===== config.mk =====
export PLATFORM = sky130hd
export DESIGN_NAME = multicycle_main_control
export DESIGN_NICKNAME = d
export VERILOG_FILES = /design/src/rtl/mips_ctrl_pkg.sv /design/src/rtl/main_ctrl_decode.sv /design/src/rtl/multicycle_main_control.sv
export SDC_FILE = /design/constraint.sdc
export NUM_CORES = 1
export LEC_CHECK = 0
export ABC_AREA = 1
export BUFFER_PORTS_ARGS = -buffer_cell sky130_fd_sc_hd__buf_2
export CAP_MARGIN = 20
export CORE_MARGIN = 4
export CORE_UTILIZATION = 35
export CTS_CLUSTER_SIZE = 24
export DETAILED_ROUTE_END_ITERATION = 8
export PLACE_DENSITY_LB_ADDON = 0.1
export SETUP_SLACK_MARGIN = 0.1
export SLEW_MARGIN = 25
export SYNTH_ARGS = -nofsm -noshare
export SYNTH_HDL_FRONTEND = slang
export SYNTH_HIERARCHICAL = 1
export SYNTH_SLANG_ARGS = --single-unit

===== constraint.sdc =====
create_clock -name clk -period 2.2 [get_ports clk]
set_input_delay 0.33 -clock clk [delete_from_list [all_inputs] [get_ports clk]]
set_output_delay 0.33 -clock clk [all_outputs]
set_load 0.05 [all_outputs]

===== src/rtl/mips_ctrl_pkg.sv =====
// Shared types and encodings for the multicycle MIPS main control FSM.
// ADDI_SUPPORT_EN adds the ADDI_EXEC/ADDI_WB states.
package mips_ctrl_pkg;

    typedef enum logic [3:0] {
        FETCH     = 4'd0,
        DECODE    = 4'd1,
        MEM_ADDR  = 4'd2,
        MEM_READ  = 4'd3,
        MEM_WB    = 4'd4,
        MEM_WRITE = 4'd5,
        EXECUTE   = 4'd6,
        R_WB      = 4'd7,
        BRANCH    = 4'd8,
        JUMP      = 4'd9
`ifdef ADDI_SUPPORT_EN
        ,
        ADDI_EXEC = 4'd10,
        ADDI_WB   = 4'd11
`endif
    } state_e;

    localparam logic [5:0] OP_RTYPE = 6'b000000;
    localparam logic [5:0] OP_LW    = 6'b100011;
    localparam logic [5:0] OP_SW    = 6'b101011;
    localparam logic [5:0] OP_BEQ   = 6'b000100;
    localparam logic [5:0] OP_J     = 6'b000010;
    localparam logic [5:0] OP_ADDI  = 6'b001000;

    localparam logic [1:0] ALUOP_ADD   = 2'b00;
    localparam logic [1:0] ALUOP_SUB   = 2'b01;
    localparam logic [1:0] ALUOP_FUNCT = 2'b10;

    localparam logic [1:0] SRCB_B      = 2'b00;
    localparam logic [1:0] SRCB_FOUR   = 2'b01;
    localparam logic [1:0] SRCB_IMM    = 2'b10;
    localparam logic [1:0] SRCB_IMM_SH = 2'b11;

    localparam logic [1:0] PCSRC_ALU    = 2'b00;
    localparam logic [1:0] PCSRC_ALUOUT = 2'b01;
    localparam logic [1:0] PCSRC_JUMP   = 2'b10;

    typedef struct packed {
        logic       pc_write;
        logic       pc_write_cond;
        logic       i_or_d;
        logic       mem_read;
        logic       mem_write;
        logic       mem_to_reg;
        logic       ir_write;
        logic [1:0] pc_source;
        logic [1:0] alu_op;
        logic       alu_src_a;
        logic [1:0] alu_src_b;
        logic       reg_write;
        logic       reg_dst;
    } ctrl_t;

    // States that occupy the memory port and therefore stretch by MEM_LATENCY
    function automatic logic is_mem_state(state_e s);
        return (s == FETCH) || (s == MEM_READ) || (s == MEM_WRITE);
    endfunction

endpackage


===== src/rtl/main_ctrl_decode.sv =====
// Moore output decode: state and wait count to datapath strobes.
// ADDI_SUPPORT_EN adds decode for the ADDI states.
module main_ctrl_decode
    import mips_ctrl_pkg::*;
#(
    parameter int MEM_LATENCY = 1
) (
    input  state_e     state,
    input  logic [3:0] wait_cnt,
    output ctrl_t      ctrl
);

    localparam logic [3:0] LAST = 4'(MEM_LATENCY - 1);

    always_comb begin
        ctrl = '0;
        unique case (state)
            FETCH: begin
                ctrl.mem_read  = 1'b1;
                ctrl.alu_src_b = SRCB_FOUR;
                ctrl.alu_op    = ALUOP_ADD;
                if (wait_cnt == LAST) begin
                    ctrl.ir_write  = 1'b1;
                    ctrl.pc_write  = 1'b1;
                    ctrl.pc_source = PCSRC_ALU;
                end
            end
            DECODE: begin
                ctrl.alu_src_b = SRCB_IMM_SH;
                ctrl.alu_op    = ALUOP_ADD;
            end
            MEM_ADDR: begin
                ctrl.alu_src_a = 1'b1;
                ctrl.alu_src_b = SRCB_IMM;
                ctrl.alu_op    = ALUOP_ADD;
            end
            MEM_READ: begin
                ctrl.mem_read = 1'b1;
                ctrl.i_or_d   = 1'b1;
            end
            MEM_WB: begin
                ctrl.reg_write  = 1'b1;
                ctrl.mem_to_reg = 1'b1;
            end
            MEM_WRITE: begin
                ctrl.mem_write = 1'b1;
                ctrl.i_or_d    = 1'b1;
            end
            EXECUTE: begin
                ctrl.alu_src_a = 1'b1;
                ctrl.alu_src_b = SRCB_B;
                ctrl.alu_op    = ALUOP_FUNCT;
            end
            R_WB: begin
                ctrl.reg_write = 1'b1;
                ctrl.reg_dst   = 1'b1;
            end
            BRANCH: begin
                ctrl.alu_src_a     = 1'b1;
                ctrl.alu_src_b     = SRCB_B;
                ctrl.alu_op        = ALUOP_SUB;
                ctrl.pc_write_cond = 1'b1;
                ctrl.pc_source     = PCSRC_ALUOUT;
            end
            JUMP: begin
                ctrl.pc_write  = 1'b1;
                ctrl.pc_source = PCSRC_JUMP;
            end
`ifdef ADDI_SUPPORT_EN
            ADDI_EXEC: begin
                ctrl.alu_src_a = 1'b1;
                ctrl.alu_src_b = SRCB_IMM;
                ctrl.alu_op    = ALUOP_ADD;
            end
            ADDI_WB: begin
                ctrl.reg_write = 1'b1;
            end
`endif
            default: ctrl = '0;
        endcase
    end

endmodule


===== src/rtl/multicycle_main_control.sv =====
// Main control FSM for the multicycle MIPS datapath.
// ADDI_SUPPORT_EN enables the ADDI instruction path.
module multicycle_main_control
    import mips_ctrl_pkg::*;
#(
    parameter int MEM_LATENCY = 1
) (
    input  logic       clk,
    input  logic       reset,
    input  logic [5:0] opcode,
    output logic       PCWrite,
    output logic       PCWriteCond,
    output logic       IorD,
    output logic       MemRead,
    output logic       MemWrite,
    output logic       MemtoReg,
    output logic       IRWrite,
    output logic [1:0] PCSource,
    output logic [1:0] ALUOp,
    output logic       ALUSrcA,
    output logic [1:0] ALUSrcB,
    output logic       RegWrite,
    output logic       RegDst,
    output logic       illegal_op,
    output logic [3:0] state_dbg
);

    localparam logic [3:0] LAST = 4'(MEM_LATENCY - 1);

    state_e     state_q, state_d;
    logic [3:0] wait_q, wait_d;
    logic       last;
    logic       illegal;
    ctrl_t      ctrl, ctrl_g;

    assign last = (wait_q == LAST);

    always_ff @(posedge clk) begin
        if (reset) begin
            state_q <= FETCH;
            wait_q  <= '0;
        end else begin
            state_q <= state_d;
            wait_q  <= wait_d;
        end
    end

    always_comb begin
        state_d = state_q;
        illegal = 1'b0;
        unique case (state_q)
            FETCH:     if (last) state_d = DECODE;
            DECODE: begin
                unique case (opcode)
                    OP_RTYPE:     state_d = EXECUTE;
                    OP_LW, OP_SW: state_d = MEM_ADDR;
                    OP_BEQ:       state_d = BRANCH;
                    OP_J:         state_d = JUMP;
`ifdef ADDI_SUPPORT_EN
                    OP_ADDI:      state_d = ADDI_EXEC;
`endif
                    default: begin
                        illegal = 1'b1;
                        state_d = FETCH;
                    end
                endcase
            end
            MEM_ADDR:  state_d = (opcode == OP_SW) ? MEM_WRITE : MEM_READ;
            MEM_READ:  if (last) state_d = MEM_WB;
            MEM_WRITE: if (last) state_d = FETCH;
            EXECUTE:   state_d = R_WB;
`ifdef ADDI_SUPPORT_EN
            ADDI_EXEC: state_d = ADDI_WB;
`endif
            default:   state_d = FETCH;
        endcase
    end

    // Counter only runs while a memory state is still waiting
    always_comb begin
        wait_d = '0;
        unique case (1'b1)
            is_mem_state(state_q) && !last: wait_d = wait_q + 4'd1;
            default:                        wait_d = '0;
        endcase
    end

    main_ctrl_decode #(
        .MEM_LATENCY(MEM_LATENCY)
    ) u_decode (
        .state    (state_q),
        .wait_cnt (wait_q),
        .ctrl     (ctrl)
    );

    assign ctrl_g      = reset ? '0 : ctrl;
    assign PCWrite     = ctrl_g.pc_write;
    assign PCWriteCond = ctrl_g.pc_write_cond;
    assign IorD        = ctrl_g.i_or_d;
    assign MemRead     = ctrl_g.mem_read;
    assign MemWrite    = ctrl_g.mem_write;
    assign MemtoReg    = ctrl_g.mem_to_reg;
    assign IRWrite     = ctrl_g.ir_write;
    assign PCSource    = ctrl_g.pc_source;
    assign ALUOp       = ctrl_g.alu_op;
    assign ALUSrcA     = ctrl_g.alu_src_a;
    assign ALUSrcB     = ctrl_g.alu_src_b;
    assign RegWrite    = ctrl_g.reg_write;
    assign RegDst      = ctrl_g.reg_dst;
    assign illegal_op  = illegal & ~reset;
    assign state_dbg   = state_q;

endmodule


Word level (Yosys, flattened, before mapping) --
Index checks and enable logic that the tools add are counted.
Cells by class: $add $sub $neg 1, multiplexer cells 24, bitwise logic cells 3, reduce and logical (&&, ||, !) cells 15, eq/ne operators 16
Operator list (count):
- $pmux W4 S6 | 1
- $eq A4 B3 Y1 const B | 4
- $mux W16 | 1
- $pmux W4 S4 | 1
- $eq A6 B6 Y1 const B | 2
- $mux W1 | 12
- $mux W4 | 3
- $pmux W2 S3 | 2
- $reduce_or A2 Y1 | 5
- $eq A4 B2 Y1 const B | 2
- $eq A4 B4 Y1 const B | 2
- $logic_not A4 Y1 | 2
- $eq A6 B2 Y1 const B | 1
- $eq A6 B3 Y1 const B | 1
- $logic_not A6 Y1 | 1
- $mux W3 | 2
- $ne A2 B2 Y1 const B | 3
- $reduce_or A5 Y1 | 1
- $add A4 B1 Y4 const B | 1
- $eq A4 B1 Y1 const B | 1
- $pmux W2 S2 | 1
- $reduce_and A3 Y1 | 1
- $reduce_or A3 Y1 | 1
- $logic_or A1 B1 Y1 | 2
- other kinds (5) | 6
Storage, ports and cells: word-level logic and storage cells 61, bits in registers 8, output and inout port bits 21, input port bits 8

Logic depth before layout (Yosys ltp) --
depth after elaboration 6, depth in mapped cells 9, depth with buffers taken out 9

Cells and area by module --
The synthesis kept the hierarchy.
By module, submodules not included:
- multicycle_main_control | area an instance 668.1 um2, times used 1, sequential area each 160.2 um2, cells an instance 122
- main_ctrl_decode | area an instance 155.1 um2, times used 1, sequential area each 0.0 um2, cells an instance 34

Worst setup path before layout --
No wires, ideal clock.
path kind register to output, start reg state_q[0] (netlist: state_dbg[0]), end out illegal_op, data arrival time 2.301 ns, cell stages (with the launch flop) 5, data required time 1.870 ns, buffers on the path 0, setup slack -0.431 ns, path through dfxtp_1 nand2_2 nor2_4 nand2_1 nor3_1
On the way: word-level cells in the longest chain between the ends 3
Ends and longest elaborated chain:
- start: declaration | RTL line multicycle_main_control.sv:30 | state_e state_q, state_d;
- start signal: assignment | RTL line multicycle_main_control.sv:43 | state_q <= state_d;
- $eq A4 B1 Y1 | RTL line multicycle_main_control.sv:51 | unique case (state_q)
- $mux W1 | RTL line multicycle_main_control.sv:51
- $and A1 B1 Y1 | RTL line multicycle_main_control.sv:110 | assign illegal_op = illegal & ~reset;
- end: declaration | RTL line multicycle_main_control.sv:24 | output logic illegal_op,
Every way passes these cells.

Final worst setup path --
start reg state_q[2] (netlist: state_dbg[2]), end out illegal_op
Same word-level chain as after synthesis.

==> impl_metrics.py <==
metrics = {
    "clocking": {
        "cts_buffer_depth": 2,
        "clock-sinks": 8,
        "post_cts_resized": 0,
        "clk_latency_ps": 260,
        "post_cts.repair.setup_buffers": 0,
        "h-tree-depth": 1,
        "root_buffer": "clkbuf_4",
        "clk_pin_slew_ps": 60,
        "ctsHoldBuffers": 0,
        "cts_tree": "yes",
        "numCtsBuffers": 3,
    },
    "final_layout": {
        "syn_to_final_growth_pct": 25.38,
        "antenna_cells": 0,
        "drive_gt1_share_pct": 30.60,
        "fin_util_pct": 46.22,
        "fin_nets": 195,
        "fin_area_um2": 1032,
    },
    "yosys": {
        "synth_cells": 156,
        "async_flop_share_pct": 0,
        "synthAdderAreaFrac_pct": 3.040,
        "synth_ff_type": "dfxtp_1",
        "synth_fp_nets": 166,
        "synth_top_family_by_area": "simple AND/OR/NAND/NOR gates",
        "seq_area_frac_synth_pct": 19.45,
        "synthMuxAreaShare_pct": 0,
        "yosysWarnings": 6,
        "avgSynthCellArea_um2": 5.278,
        "netlist_area_um2": 823.3,
        "synth_enable_flop_cells": 0,
        "synthXorXnorAreaFrac_pct": 2.128,
        "synth_compound_area_share_pct": 5.927,
        "synth.distinct_cells": 21,
        "synth.ff_latch_count": 8,
        "yosys.area_share.simple_pct": 49.24,
    },
    "routing": {
        "routed-via-count": 939,
        "wl_mm": 1.921,
        "route.detailed.drc": 0,
        "drt-pass1-iter-count": 4,
        "drt_iter0_markers": 17,
        "antenna_left": 0,
        "routedWlPerCell_um": 9.104,
        "viasPerCell": 4.450,
    },
    "sta": {
        "worst_slew_pin_slew_ps": 399.0,
        "maxSlewViolCount": 0,
        "setup_violations": 0,
        "clock.fmax_mhz": 510.4,
        "setup_ws_ps": 240.6,
        "finalCritPeriodShare_pct": 89.06,
        "finalClockSkew_ps": 6.790,
        "fin_crit_ps": 1959,
        "hold_viol_final": 0,
        "timing.setup.tns_ps": 0,
        "rsz0062_at_grt": "no",
        "max_slew_margin_pct": 73.36,
    },
    "status": {
        "status": "completed",
    },
    "power": {
        "switching_share_pct": 37.30,
        "leakagePower_nw": 0.5706,
        "p_clk_share_pct": 31.6,
        "p_sw_mw": 0.1417,
        "power_density_nw_per_um2": 368.1,
        "p_int_mw": 0.2382,
        "power.total_mw": 0.3800,
        "seqPwrFrac_pct": 40.2,
        "irDropWorstVdd_uv": 323.8,
        "comb_power_share_pct": 28.2,
    },
    "floorplan": {
        "start_util_pct": 36.86,
        "ios": 29,
        "rows": 17,
        "chipHeight_um": 56.50,
        "dieArea_um2": 3192,
        "core_um2": 2233,
        "fp.dieW_um": 56.50,
    },
    "critical_path": {
        "r2r_start": "state_dbg[1]",
        "worstSetupStartpoint": "state_dbg[2]",
        "critPathMaxStageDelay_ps": 370,
        "cp_max_fo": 7,
        "start_kind": "flop",
        "end_kind": "output pin",
        "slowest_stage": "dfxtp_1",
        "r2r_slack_ps": 810,
        "path_class": "flop to output pin",
        "cp.required_ps": 1870,
        "r2r_cells": 6,
        "worstReg2RegEnd": "state_dbg[0]",
        "endpoint": "illegal_op",
        "cp.arrival_ps": 1630,
        "cp_cell_sequence": "nor2_2, inv_1, nor2_4, nand2_1, nor3_4, buf_2",
    },
    "placed_design": {
        "pre_cts_ws_ps": 439.6,
        "place_area_um2": 1008,
        "portBuffers": 28,
        "gp_congestion": 0.8921,
        "hpwl_mm": 1.594,
    },
    "global_route": {
        "grt_pass1_wl_mm": 3.229,
        "track_usage_pct": 12.38,
        "antenna_found_initial": 0,
        "grt-ovfl-total": 0,
        "grt_pass1_vias": 800,
        "grt_max_degree": 18,
    },
    "flow_run": {
        "cap_violations": 0,
    },
    "hold_path": {
        "worstHoldPathType": "input pin to flop",
    },
}
per-layer routing:
layer	wire length (µm)	share of wire, %	GRT usage [%]	vias to the layer above
met1	906	47	14.64	394
met4	42	2.2	6.102	0
met5	0	0	0	-
met3	120	6.2	2.529	4
li1	-	-	-	514
met2	852	44	20.96	27
power by group through the flow:
stage	Clock, mW	Combinational [mW]	Sequential (mW)
finish	0.120	0.107	0.153
global route	0.127	0.117	0.154
CTS	0.124	0.108	0.152
detailed placement	0	0.108	0.156
global placement	0	0.106	0.155
floorplan	0	0.0781	0.161
cell usage after synthesis, types with 3 or more instances:
master   number  share of area [%]
nand2_2       6                4.6
nand2_1      24                 11
nor3_1        4                2.4
nor2_1       43                 20
inv_2         4                1.8
dfxtp_1       8                 19
a21oi_1       3                1.8
o21ai_0       3                1.8
inv_1        34                 16
nand3_1      11                6.7
how the worst min path moves through the flow:
stage | start | endpoint | slack [ps] | depth (start not counted)
final | opcode[2] | state_dbg[3] | 410 | 3
after global routing | opcode[2] | state_dbg[3] | 460 | 3
after global placement | wait_q[0] | wait_q[0] | 460 | 1
after CTS | opcode[2] | state_dbg[3] | 410 | 3
after detailed placement | wait_q[0] | wait_q[0] | 470 | 1
after floorplan | wait_q[0] | wait_q[0] | 440 | 1
flip-flops by register name, summed over array words and instances (netlist names):
register / count
wait_q: 4
state_dbg: 4
cell type report:
class	count	area, µm²
Fill cell	251	1201
Sequential cell	8	161.4
Tap cell	28	35.03
Clock buffer	3	22.52
Timing Repair Buffer	28	140.1
Multi-Input combinational cell	106	530.5
Inverter	38	142.6
critical path: cells and delay by family, from the launching register on:
| kind | cells | cell delay [ps] |
|---|---|---|
| and+or+nand+nor | 4 | 600 |
| buffers and inverters | 2 | 390 |
| DFF | 1 | 370 |
placed cells by master (no fill, tap or decap), drive strengths merged:
cell type / n
xnor2: 1
buf: 28
nor2: 46
nand3: 11
clkbuf: 3
ha: 2
nand2: 30
a21oi: 4
nor3: 4
dfxtp: 8
nand4: 2
o21ai: 5
xor2: 1
inv: 38
through the flow:
stage	instances	hold WS (ps)
global route	211	457.8
finish	211	408.5
global placement	208	464.3
floorplan	156	440.8
CTS	211	413.7
detailed placement	208	472.9
kinds of logic after synthesis:
| group | Yosys count |
|---|---|
| and+or+nand+nor | 93 |
| AOI/OAI and AO/OA | 9 |
| DFF | 8 |
| xor gates and xnor gates | 2 |
| adders and majority gates | 2 |
| buffers and inverters | 42 |
Power figures use the tool's default switching activity.
